<file path="config.mk">
export PLATFORM = sky130hd
export DESIGN_NAME = dmem_ctrl
export DESIGN_NICKNAME = d
export VERILOG_FILES = /design/src/rtl/dmem_ctrl.sv
export SDC_FILE = /design/constraint.sdc
export NUM_CORES = 1
export LEC_CHECK = 0
export CORE_ASPECT_RATIO = 1.4
export CORE_UTILIZATION = 43
export DETAILED_ROUTE_END_ITERATION = 6
export PLACE_DENSITY = 0.89
export SETUP_SLACK_MARGIN = 0.4
export SLEW_MARGIN = 30
export SYNTH_ARGS = -nofsm -noshare
export SYNTH_HDL_FRONTEND = slang
export SYNTH_SLANG_ARGS = --single-unit
export TNS_END_PERCENT = 30
</file>
<file path="constraint.sdc">
create_clock -name clk -period 2 [get_ports clk]
set_clock_uncertainty 0.1 [all_clocks]
set_input_delay 0.2 -clock clk [delete_from_list [all_inputs] [get_ports clk]]
set_output_delay 0.2 -clock clk [all_outputs]
set_load 0.005 [all_outputs]
</file>
<file path="src/rtl/dmem_ctrl.sv">
// Two-port arbiter/sequencer for a single-port word-wide data memory.
// Handles byte-address to word-index conversion, sub-word loads and RMW sub-word stores.
module dmem_ctrl #(
  parameter int unsigned WIDTH1    = 32,
  parameter int unsigned MEM_WORDS = 1024
) (
  input  logic              clk,
  input  logic              reset,
  input  logic              p0_req,
  input  logic              p0_we,
  input  logic [WIDTH1-1:0] p0_addr,
  input  logic [1:0]        p0_size,
  input  logic              p0_unsigned,
  input  logic [WIDTH1-1:0] p0_wdata,
  output logic              p0_gnt,
  output logic              p0_done,
  output logic [WIDTH1-1:0] p0_rdata,
  output logic              p0_err,
  input  logic              p1_req,
  input  logic              p1_we,
  input  logic [WIDTH1-1:0] p1_addr,
  input  logic [1:0]        p1_size,
  input  logic              p1_unsigned,
  input  logic [WIDTH1-1:0] p1_wdata,
  output logic              p1_gnt,
  output logic              p1_done,
  output logic [WIDTH1-1:0] p1_rdata,
  output logic              p1_err,
  output logic [WIDTH1-1:0] mem_addr,
  output logic              mem_re,
  output logic              mem_wr,
  output logic [WIDTH1-1:0] mem_wdata,
  input  logic [WIDTH1-1:0] mem_rdata
);

  localparam logic [WIDTH1-3:0] IDX_LIMIT = (WIDTH1-2)'(MEM_WORDS);

  typedef enum logic [2:0] {IDLE, ERR, WR, RD, CAP, RMW_RD, RMW_WR} state_t;

  state_t            state;
  logic              rr_ptr;
  logic              op_port, op_we, op_uns;
  logic [1:0]        op_size;
  logic [WIDTH1-1:0] op_addr, op_wdata;

  logic              grant, sel1, sel_we, sel_uns, sel_bad, fin;
  logic [1:0]        sel_size;
  logic [WIDTH1-1:0] sel_addr, sel_wdata;
  logic [4:0]        lane_sh;
  logic [WIDTH1-1:0] lane_data, lane_mask, load_val, merged;

  // rr_ptr = 0 gives p0 priority when both request.
  always_comb begin
    p0_gnt = 1'b0;
    p1_gnt = 1'b0;
    if (!reset && state == IDLE) begin
      if (p0_req && (!p1_req || !rr_ptr)) p0_gnt = 1'b1;
      else if (p1_req)                    p1_gnt = 1'b1;
    end
  end

  assign grant     = p0_gnt | p1_gnt;
  assign sel1      = p1_gnt;
  assign sel_we    = sel1 ? p1_we       : p0_we;
  assign sel_uns   = sel1 ? p1_unsigned : p0_unsigned;
  assign sel_size  = sel1 ? p1_size     : p0_size;
  assign sel_addr  = sel1 ? p1_addr     : p0_addr;
  assign sel_wdata = sel1 ? p1_wdata    : p0_wdata;

  assign sel_bad = (sel_size == 2'b11) ||
                   (sel_size == 2'b01 && sel_addr[0]) ||
                   (sel_size == 2'b10 && sel_addr[1:0] != 2'b00) ||
                   (sel_addr[WIDTH1-1:2] >= IDX_LIMIT);

  // Aligned halves have addr[0]=0, so the byte-lane shift also serves halves.
  assign lane_sh   = {op_addr[1:0], 3'b000};
  assign lane_data = mem_rdata >> lane_sh;

  always_comb begin
    case (op_size)
      2'b00:   load_val = op_uns ? {{(WIDTH1-8){1'b0}}, lane_data[7:0]}
                                 : {{(WIDTH1-8){lane_data[7]}}, lane_data[7:0]};
      2'b01:   load_val = op_uns ? {{(WIDTH1-16){1'b0}}, lane_data[15:0]}
                                 : {{(WIDTH1-16){lane_data[15]}}, lane_data[15:0]};
      default: load_val = lane_data;
    endcase
    lane_mask = ((op_size == 2'b00) ? WIDTH1'(8'hFF) : WIDTH1'(16'hFFFF)) << lane_sh;
    merged    = (mem_rdata & ~lane_mask) | ((op_wdata << lane_sh) & lane_mask);
  end

  // Memory strobes are suppressed during reset so an aborted RMW never writes.
  always_comb begin
    mem_re    = !reset && (state == RD || state == RMW_RD);
    mem_wr    = !reset && (state == WR || state == RMW_WR);
    mem_addr  = '0;
    mem_wdata = '0;
    if (mem_re || mem_wr) mem_addr  = {2'b00, op_addr[WIDTH1-1:2]};
    if (mem_wr)           mem_wdata = (state == WR) ? op_wdata : merged;
  end

  assign fin = (state == WR) || (state == CAP) || (state == RMW_WR);

  always_ff @(posedge clk) begin
    if (reset) begin
      state    <= IDLE;
      rr_ptr   <= 1'b0;
      op_port  <= 1'b0;
      op_we    <= 1'b0;
      op_uns   <= 1'b0;
      op_size  <= '0;
      op_addr  <= '0;
      op_wdata <= '0;
      p0_done  <= 1'b0;
      p0_rdata <= '0;
      p0_err   <= 1'b0;
      p1_done  <= 1'b0;
      p1_rdata <= '0;
      p1_err   <= 1'b0;
    end else begin
      p0_done  <= 1'b0;
      p0_rdata <= '0;
      p0_err   <= 1'b0;
      p1_done  <= 1'b0;
      p1_rdata <= '0;
      p1_err   <= 1'b0;

      if (fin) begin
        if (op_port) begin
          p1_done  <= 1'b1;
          p1_rdata <= (state == CAP) ? load_val : '0;
        end else begin
          p0_done  <= 1'b1;
          p0_rdata <= (state == CAP) ? load_val : '0;
        end
      end else if (grant && sel_bad) begin
        if (sel1) begin
          p1_done <= 1'b1;
          p1_err  <= 1'b1;
        end else begin
          p0_done <= 1'b1;
          p0_err  <= 1'b1;
        end
      end

      case (state)
        IDLE: begin
          if (grant) begin
            rr_ptr   <= p0_gnt;
            op_port  <= sel1;
            op_we    <= sel_we;
            op_uns   <= sel_uns;
            op_size  <= sel_size;
            op_addr  <= sel_addr;
            op_wdata <= sel_wdata;
            if (sel_bad)                state <= ERR;
            else if (!sel_we)           state <= RD;
            else if (sel_size == 2'b10) state <= WR;
            else                        state <= RMW_RD;
          end
        end
        ERR:     state <= IDLE;
        WR:      state <= IDLE;
        RD:      state <= CAP;
        CAP:     state <= IDLE;
        RMW_RD:  state <= RMW_WR;
        RMW_WR:  state <= IDLE;
        default: state <= IDLE;
      endcase
    end
  end

endmodule

</file>
# Word level (Yosys, flattened, before mapping)
# Index checks and enable logic that the tools add are counted.
[word_totals]
ff_bits = 140
input_bits = 172
output_inout_bits = 136
wordCells = 91
[classes]
order_cmp = 1
eq_ne = 10
shift = 3
muxes = 31
n_bitwise = 7
reduce_logical = 26
[op_table]
columns = ["op", "count"]
rows = [
  ["32-bit 2-to-1 mux", 7],
  ["32-bit AND", 2],
  ["32-bit case mux with 2 select lines", 1],
  ["32-bit inverter", 1],
  ["32-bit bitwise OR", 1],
  ["16-bit by 5-bit left shift with 32-bit output", 1],
  ["32-bit by 5-bit left shift with 32-bit output", 1],
  ["32-bit by 5-bit right shift with 32-bit output", 1],
  ["30-bit by 11-bit >= comparator with 1-bit output, second input constant", 1],
  ["30-bit 2-to-1 mux", 1],
  ["16-bit 2-to-1 mux", 1],
  ["1-bit 2-to-1 mux", 15],
  ["3-bit 2-to-1 mux", 4],
  ["3-bit == test, second input constant", 3],
  ["1-bit logical OR", 9],
  ["3-bit case mux with 3 select lines", 1],
  ["1-bit logical AND", 7],
  ["3-bit by 2-bit == test with 1-bit output, second input constant", 2],
  ["3-bit OR reduction", 2],
  ["2-bit by 1-bit == test with 1-bit output, second input constant", 2],
  ["2-bit == test, second input constant", 2],
  ["1-bit logical NOT", 3],
  ["3-bit logical NOT", 1],
  ["2-bit logical NOT", 1],
  ["other kinds (7)", 8],
]

# Depth between registers and ports, before layout
# Gate-level depths: netlist of run 1.
[depth]
ltp_word = 14
mapped_depth = 8
ltp_nobuf = 5

# Worst setup path before layout of run 1
# OpenSTA, ideal clock, no wires.
[synth_timing]
kind = "reg-to-output"
startpoint = "reg state[1]"
endpoint = "out mem_wdata[0]"
t_arrival_ns = 1.515
setup_slack_ns = 0.185
path_stages_with_launch = 8
path_cell_list = "dfxtp_1 buf_4 or3b_2 buf_2 o21a_1 buf_2 mux2i_1 nor2_1"
[synth_between]
elab_chain_len = 4
[synth_rtl]
columns = ["item", "line", "source"]
rows = [
  ["from (decl)", "40", "state_t state;"],
  ["from (signal assigned)", "105", "state <= IDLE;"],
  ["from (signal assigned)", "155", "if (sel_bad) state <= ERR;"],
  ["from (signal assigned)", "156", "else if (!sel_we) state <= RD;"],
  ["3-bit by 2-bit == test with 1-bit output or 3-bit == test (tied branches)", "94, 98", ""],
  ["1-bit logical OR", "94", "mem_wr = !reset && (state == WR || state == RMW_WR);"],
  ["1-bit logical AND", "94", ""],
  ["32-bit 2-to-1 mux (*)", "98", "if (mem_wr) mem_wdata = (state == WR) ? op_wdata : merged;"],
  ["to (decl)", "32", "output logic [WIDTH1-1:0] mem_wdata,"],
]
# Every way passes the cells marked *; elsewhere a longest branch is shown, timed or not.

# Worst setup path after layout of run 1
[layout_timing]
startpoint = "reg op_size[1]"
endpoint = "out mem_wdata[14]"
[layout_between]
elab_chain_len = 8
[layout_rtl]
columns = ["item", "line", "source"]
rows = [
  ["from (decl)", "43", "logic [1:0] op_size;"],
  ["from (signal assigned)", "152", "op_size <= sel_size;"],
  ["2-bit logical NOT (*)", "87", "lane_mask = ((op_size == 2'b00) ? WIDTH1'(8'hFF) : WIDTH1'(16'hFFFF)) << lane_sh;"],
  ["16-bit 2-to-1 mux (*)", "87", ""],
  ["16-bit by 5-bit left shift with 32-bit output (*)", "87", ""],
  ["32-bit inverter", "88", "merged = (mem_rdata & ~lane_mask) | ((op_wdata << lane_sh) & lane_mask);"],
  ["32-bit AND", "88", ""],
  ["32-bit bitwise OR (*)", "88", ""],
  ["32-bit 2-to-1 mux (*) (2 in series)", "98", ""],
]
# Marked as above.

==> results of run 1 <==
[logic make-up (layout without fill, tap and decap cells)]
group	count (synthesis)	in the layout	share of synthesized area, %
compound gates	173	173	19.0
xor+xnor	2	2	0.248
buf+inv	81	476	6.30
flops	140	140	39.6
mux	66	66	9.85
other cells	1	3	0.0530
simple gates	398	398	25.0
[cells in the final DEF, fill, tap and decap left out, types with 5 or more instances in the layout]
cell type | Yosys | final
a211oi_1 | 8 | 7
a21boi_0 | 8 | 8
a21oi_1 | 19 | 8
a21oi_2 | 0 | 8
a311oi_1 | 57 | 56
a311oi_2 | 10 | 11
a31oi_4 | 1 | 9
buf_12 | 0 | 14
buf_16 | 0 | 6
buf_2 | 23 | 58
buf_4 | 14 | 71
buf_6 | 8 | 40
buf_8 | 0 | 7
clkbuf_16 | 0 | 21
clkdlybuf4s50_1 | 0 | 236
dfxtp_1 | 140 | 133
dfxtp_4 | 0 | 5
mux2_2 | 15 | 7
mux2_4 | 1 | 9
mux2i_1 | 49 | 37
mux2i_2 | 0 | 8
nand2_1 | 163 | 153
nand2_2 | 1 | 8
nand2b_1 | 6 | 5
nor2_1 | 124 | 117
nor2b_1 | 30 | 15
nor2b_4 | 0 | 15
nor3_1 | 37 | 27
nor3_4 | 0 | 6
nor4_1 | 13 | 10
o211ai_1 | 8 | 8
o21a_1 | 10 | 8
o21ai_0 | 31 | 25
o2bb2ai_2 | 0 | 5
[worst max-delay path, cell delays in order, from the launching register on]
cell     delay [ps]
dfxtp_2         330
buf_6           120
nor3_4          180
buf_6           140
nor2_4           50
buf_6           120
buf_6           110
mux2i_1         130
a21oi_1         240
buf_2           170
[area by class of cell]
| class | count | area [um^2] | share of cell area (%) |
|---|---|---|---|
| clock buffer | 23 | 478 | 3.79 |
| inverter | 5 | 23.8 | 0.189 |
| tap | 199 | 249 | 1.98 |
| antenna | 1 | 2.50 | 0.0199 |
| timing repair buffer | 439 | 4320 | 34.3 |
| multi-input combinational | 641 | 4610 | 36.6 |
| sequential | 140 | 2820 | 22.4 |
| clock inverter | 9 | 87.6 | 0.695 |
[flip-flops by register name, summed over array words and instances, names as in the netlist]
| name | cells |
|---|---|
| op_addr | 32 |
| op_wdata | 32 |
| p0_rdata | 32 |
| p1_rdata | 32 |
| state | 3 |
| op_size | 2 |
| op_port | 1 |
| op_uns | 1 |
| p0_done | 1 |
| p0_err | 1 |
| p1_done | 1 |
| p1_err | 1 |
| rr_ptr | 1 |
[per-stage QoR]
| step | utilization, % | hold WS, ps | total power, mW | setup TNS [ps] | std cells |
|---|---|---|---|---|---|
| after floorplan | - | 251 | 3.85 | 0 | 862 |
| after global placement | 66.3 | 380 | 4.52 | -6950 | 1367 |
| after detailed placement | 66.3 | 385 | 4.55 | -10160 | 1367 |
| after CTS | 74.5 | 240 | 7.81 | -9780 | 1438 |
| after global routing | 78.2 | 243 | 8.36 | -27410 | 1457 |
| final | 78.2 | 249 | 8.14 | -19920 | 1457 |
[timing repair]
item                                    in CTS  in global routing
pin swaps                                  100                 46
cloned                                       6                  5
endpoints found under the setup margin     204                206
resized for setup                          408                 86
buffers inserted                            33                 13
[power by group through the flow]
stage | logic, mW | registers [mW] | clock network, mW
floorplan | 0.816 | 3.04 | 0
global placement | 1.45 | 3.07 | 0
detailed placement | 1.47 | 3.07 | 0
CTS | 1.73 | 3.02 | 3.06
global route | 2.11 | 3.05 | 3.21
finish | 2.02 | 3.04 | 3.07
[routing by layer]
metal	global-route usage [%]	up-vias	share of wire, %
li1	-	3804	-
met1	37.9	4112	34
met2	60.7	708	49
met3	8.28	206	9.8
met4	25.6	0	7.8
met5	0	-	0
[worst max path at each step]
stage / end / slack [ps] / cells after the start
floorplan: p1_rdata[27] / 300 / 6
global placement: mem_wdata[22] / -190 / 6
detailed placement: mem_wdata[22] / -230 / 6
CTS: mem_addr[14] / -190 / 8
global route: mem_wdata[23] / -460 / 6
finish: mem_wdata[14] / -300 / 9
==> reports/qor.tcl, run 1 <==
set qor(finalCritPeriodShare_pct) 115
set qor(clk_transition_reported_paths_ps) 60
set qor(worstSetupEndpointType) {output pin}
set qor(synth.lib_cells_used.distinct) 52
set qor(die_w_um) 110
set qor(max-vdd-ir-drop_mv) 0.653
set qor(ant_nets) 0
set qor(tritoncts.num_buffers) 17
set qor(gp_routability_congestion) 0.940
set qor(yosys_most_used_dff) {dfxtp_1}
set qor(power.switching_fraction_pct) 29.0
set qor(post_synth_instance_area_um2) 7080
set qor(r2r-start) {op_addr[1]}
set qor(track_usage_pct) 35.3
set qor(synth_seq_area_share_pct) 39.6
set qor(preCtsSetupSlack_ps) -234
set qor(synth_enable_flop_cells) 0
set qor(synth_seq_cells) 140
set qor(initial_utilization_pct) 43.9
set qor(nNetsFinal) 1416
set qor(max_slew_margin_pct) 51.1
set qor(cp.arrival_ps) 2000
set qor(crit_required_ps) 1700
set qor(number_of_cell_rows) 55
set qor(postSynth.asyncResetShare_pct) 0
set qor(cts.sinks) 140
set qor(endpoint_with_the_worst_hold_slack) {op_wdata[27]}
set qor(yosys_synthesis_warning_count) 0
set qor(hold_depth) 3
set qor(final.min_clock_period_ps) 2300
set qor(grt_max_degree) 53
set qor(routed-via-count) 8830
set qor(drt-vias-per-instance) 6.06
set qor(maxSlewViolCount) 0
set qor(postLayoutCellArea_um2) 12600
set qor(grt_overflow_total) 0
set qor(critPathKind) {flop to output pin}
set qor(power.share.clock_pct) 37.7
set qor(top_ports) 308
set qor(flow.area_growth_from_synthesis_pct) 78.0
set qor(r2r_setup_slack_ps) -190
set qor(postPlaceCellArea_um2) 10700
set qor(first_pass_iters) 5
set qor(worst_setup_path_start_kind) {flop}
set qor(htree_levels) 4
set qor(cts_buffer_depth) 2
set qor(mean_area_per_synthesized_cell_um2) 8.22
set qor(initial_antenna_violation_count) 2
set qor(holdBufCountCts) 0
set qor(post-route-worst-setup-slack_ps) -302
set qor(drc_errors) 0
set qor(net-switching-power_mw) 2.36
set qor(hold_path_class) {input pin to flop}
set qor(drt-total-wl_um) 33900
set qor(static-leakage-power_nw) 4.99
set qor(floorplan.die_area_um2) 17000
set qor(port_buffers) 305
set qor(run_status) {complete, but fails checks}
set qor(clk_root_buf) {clkbuf_16}
set qor(final_hold_viol_count) 0
set qor(yosys.area.top_type_share_pct) 39.6
set qor(power.sequential.fraction_pct) 37.4
set qor(clock_insertion_delay_worst_skew_ps) 430
set qor(synthMostInstantiatedCell) {nand2_1}
set qor(grt_first_pass_wirelength_um) 46700
set qor(drtIter0Drc) 877
set qor(timing.final.setup_violations) 162
set qor(worst_r2r_endpoint) {p1_rdata[8]}
set qor(number_of_global_route_vias_before_repair) 8455
set qor(floorplan.die.height_um) 154
set qor(routedWlPerCell_um) 23.3
set qor(hold_start) {p1_wdata[27]}
set qor(maxCapViolCount) 0
set qor(area_of_the_core_um2) 16100
set qor(cp_max_fo) 4
set qor(violations) {setup timing}
set qor(detailed_place_hpwl_um) 20700
set qor(maxClockFrequency_ghz) 0.434
set qor(layout-drive-gt1-share_pct) 29.4
set qor(worst_setup_path_startpoint) {op_size[1]}
set qor(tritoncts) {done}
set qor(p_int_mw) 5.78
set qor(synthTopCellsByCount) {nand2_1, dfxtp_1, nor2_1}
set qor(worst-slew-pin-transition_ps) 713
set qor(post_synth_inst_count) 861
set qor(rr_worst_depth) 6
set qor(rsz0062_at_grt) {yes}
set qor(power.density_nw_per_um2) 646
set qor(synth.area.top_cells) {dfxtp_1, nand2_1, a311oi_1}
set qor(num-fill-cells) 950
set qor(p_comb_share_pct) 24.9
set qor(synth_largest_area_cell) {dfxtp_1}
Note: power is estimated with default switching activity, not from simulation.
==> run 2, diff against run 1 <==
--- a/config.mk
+++ b/config.mk
@@ -9,6 +9,7 @@
 export CORE_UTILIZATION = 43
 export DETAILED_ROUTE_END_ITERATION = 6
 export PLACE_DENSITY = 0.89
+export REMOVE_ABC_BUFFERS = 1
 export SETUP_SLACK_MARGIN = 0.4
 export SLEW_MARGIN = 30
 export SYNTH_ARGS = -nofsm -noshare
==> run 2 against run 1 <==
Effect of this change: the flow still finishes with violations (setup timing); first-iteration DRC count is 13% lower; worst hold slack got worse by 52 ps; flip-flop and latch count unchanged; sequential power about the same; final area grew 3.2%; wire length fell by 3.5%; maximum frequency decreased by 1.2%; sequential share of layout area shrank 0.71 points; critical path depth stayed put.
==> reports/qor.tcl, run 2 (synthesis results as in run 1) <==
set qor(layout-drive-gt1-share_pct) 33.3
set qor(nNetsFinal) 1431
set qor(static-leakage-power_nw) 5.18
set qor(maxSlewViolCount) 0
set qor(initial_utilization_pct) 43.9
set qor(max-vdd-ir-drop_mv) 0.464
set qor(route.met3.wl_um) 2350
set qor(tritoncts) {done}
set qor(drtIter0Drc) 759
set qor(post-route-worst-setup-slack_ps) -331
set qor(ant_nets) 0
set qor(rsz0062_at_grt) {yes}
set qor(clock_insertion_delay_worst_skew_ps) 420
set qor(finalCritPeriodShare_pct) 117
set qor(hold_start) {reset}
set qor(power.density_nw_per_um2) 642
set qor(die_w_um) 110
set qor(area_of_the_core_um2) 16100
set qor(final.setup.tns_ps) -19270
set qor(track_usage_pct) 33.4
set qor(net-switching-power_mw) 2.45
set qor(power.switching_fraction_pct) 29.4
set qor(drt-total-wl_um) 32700
set qor(clk_root_buf) {clkbuf_16}
set qor(violations) {setup timing}
set qor(grt_max_degree) 66
set qor(antenna-diode-count) 0
set qor(layout.core_utilization_pct) 80.7
set qor(detailed_place_hpwl_um) 19700
set qor(cts.sinks) 140
set qor(crit_path_top_delay_cell) {dfxtp_2}
set qor(hold_path_class) {input pin to flop}
set qor(crit_required_ps) 1700
set qor(floorplan.die_area_um2) 17000
set qor(detailed_route_wirelength_on_metal2_um) 17000
set qor(htree_levels) 4
set qor(drt-vias-per-instance) 5.96
set qor(crit_path_max_incr_delay_ps) 330
set qor(r2r-start) {state[2]}
set qor(drc_errors) 0
set qor(timing.final.setup_violations) 174
set qor(flow.area_growth_from_synthesis_pct) 83.7
set qor(timing.critical_path.cells) {buf_6 -> nor2_4 -> nand2_4 -> inv_8 -> buf_12 -> buf_16 -> o21ai_0 -> a21oi_2 -> buf_2}
set qor(maxUsedRoutingLayer) {met4}
set qor(postLayoutCellArea_um2) 13000
set qor(worst_setup_path_start_kind) {flop}
set qor(top_ports) 308
set qor(number_of_global_route_vias_before_repair) 8559
set qor(wirelength_met1_um) 11300
set qor(power.share.clock_pct) 39.2
set qor(layout.cells.most_common_list) {clkdlybuf4s50_1, dfxtp_1, nand2_1}
set qor(dp_cells) 1375
set qor(routedWlPerCell_um) 22.2
set qor(tritoncts.num_buffers) 17
set qor(holdBufCountCts) 0
set qor(postPlaceCellArea_um2) 10700
set qor(grt_overflow_total) 0
set qor(critical-path-top-delay-family) {buffers and inverters}
set qor(gp_routability_congestion) 0.871
set qor(cp_max_fo) 6
set qor(preCtsSetupSlack_ps) -211
set qor(routed-via-count) 8768
set qor(final_hold_viol_count) 0
set qor(clk_transition_reported_paths_ps) 70
set qor(first_pass_iters) 7
set qor(p_int_mw) 5.90
set qor(max_slew_margin_pct) 33.2
set qor(number_of_cell_rows) 55
set qor(cp.arrival_ps) 2030
set qor(initial_antenna_violation_count) 0
set qor(final.min_clock_period_ps) 2330
set qor(maxCapViolCount) 0
set qor(crit_buf_inv) 5
set qor(floorplan.die.height_um) 154
set qor(worst_setup_path_startpoint) {state[0]}
set qor(p_comb_share_pct) 24.4
set qor(layoutNonFillerInstCount) 1471
set qor(layout_commonest_cell) {clkdlybuf4s50_1}
set qor(cts_buffer_depth) 2
set qor(worst-slew-pin-transition_ps) 1000
set qor(port_buffers) 305
set qor(worstSetupEndpointType) {output pin}
set qor(power.sequential.fraction_pct) 36.4
set qor(maxClockFrequency_ghz) 0.429
set qor(run_status) {complete, but fails checks}
set qor(critPathKind) {flop to output pin}
set qor(grt_first_pass_wirelength_um) 44700
## run 2: cell count changes in the layout (fill, tap and decap cells not counted), sizes merged, moves of 2 or more
cell,delta
clkinvlp,+2
dlymetal6s2s,-2
clkdlybuf4s50,+2
buf,+12
clkinv,-4
clkbuf,-3
inv,+5
## run 2: power by group through the flow
stage	combinational, mW	sequential, mW	clock, mW
2_1_floorplan	0.669	3.08	0
3_3_place_gp	1.45	3.07	0
3_5_place_dp	1.48	3.08	0
4_1_cts	1.66	3.03	3.26
5_1_grt	2.13	3.05	3.42
6_report	2.03	3.04	3.27
## run 2: final timing paths
kind	slack [ps]	cells past startpoint	end
max reg2reg	-210	7	p0_rdata[11]
min	200	3	op_addr[0]
min reg2reg	390	2	op_addr[6]
max	-330	9	mem_wdata[22]
## run 2: metal layers
layer,vias up,GRT usage (%)
li1,3845,-
met3,168,7.57
met2,559,60.8
met4,0,20.5
met1,4196,34.7
met5,-,0
## run 2: layout make-up
class | count | area [um^2]
multi-input combinational | 642 | 4720
timing repair buffer | 453 | 4580
fill | 965 | 3110
sequential | 140 | 2820
clock buffer | 19 | 443
tap | 199 | 249
clock inverter | 13 | 155
inverter | 5 | 28.8
## run 2: repair_timing
item | in CTS | in global routing
resized for setup | 390 | 165
setup buffers | 33 | 17
setup endpoints to repair | 198 | 206
cloned | 5 | 9
pin swaps | 93 | 87
## run 2: worst min-delay path, cell delays in order
cell and delay [ps]:
buf_2 190, buf_4 220, a311oi_2 60
## run 2: through the flow
stage                     power, mW  hold slack [ps]
after floorplan                3.75              168
after global placement         4.52              372
after detailed placement       4.56              381
after CTS                      7.95              116
after global routing           8.60              193
final                          8.35              197
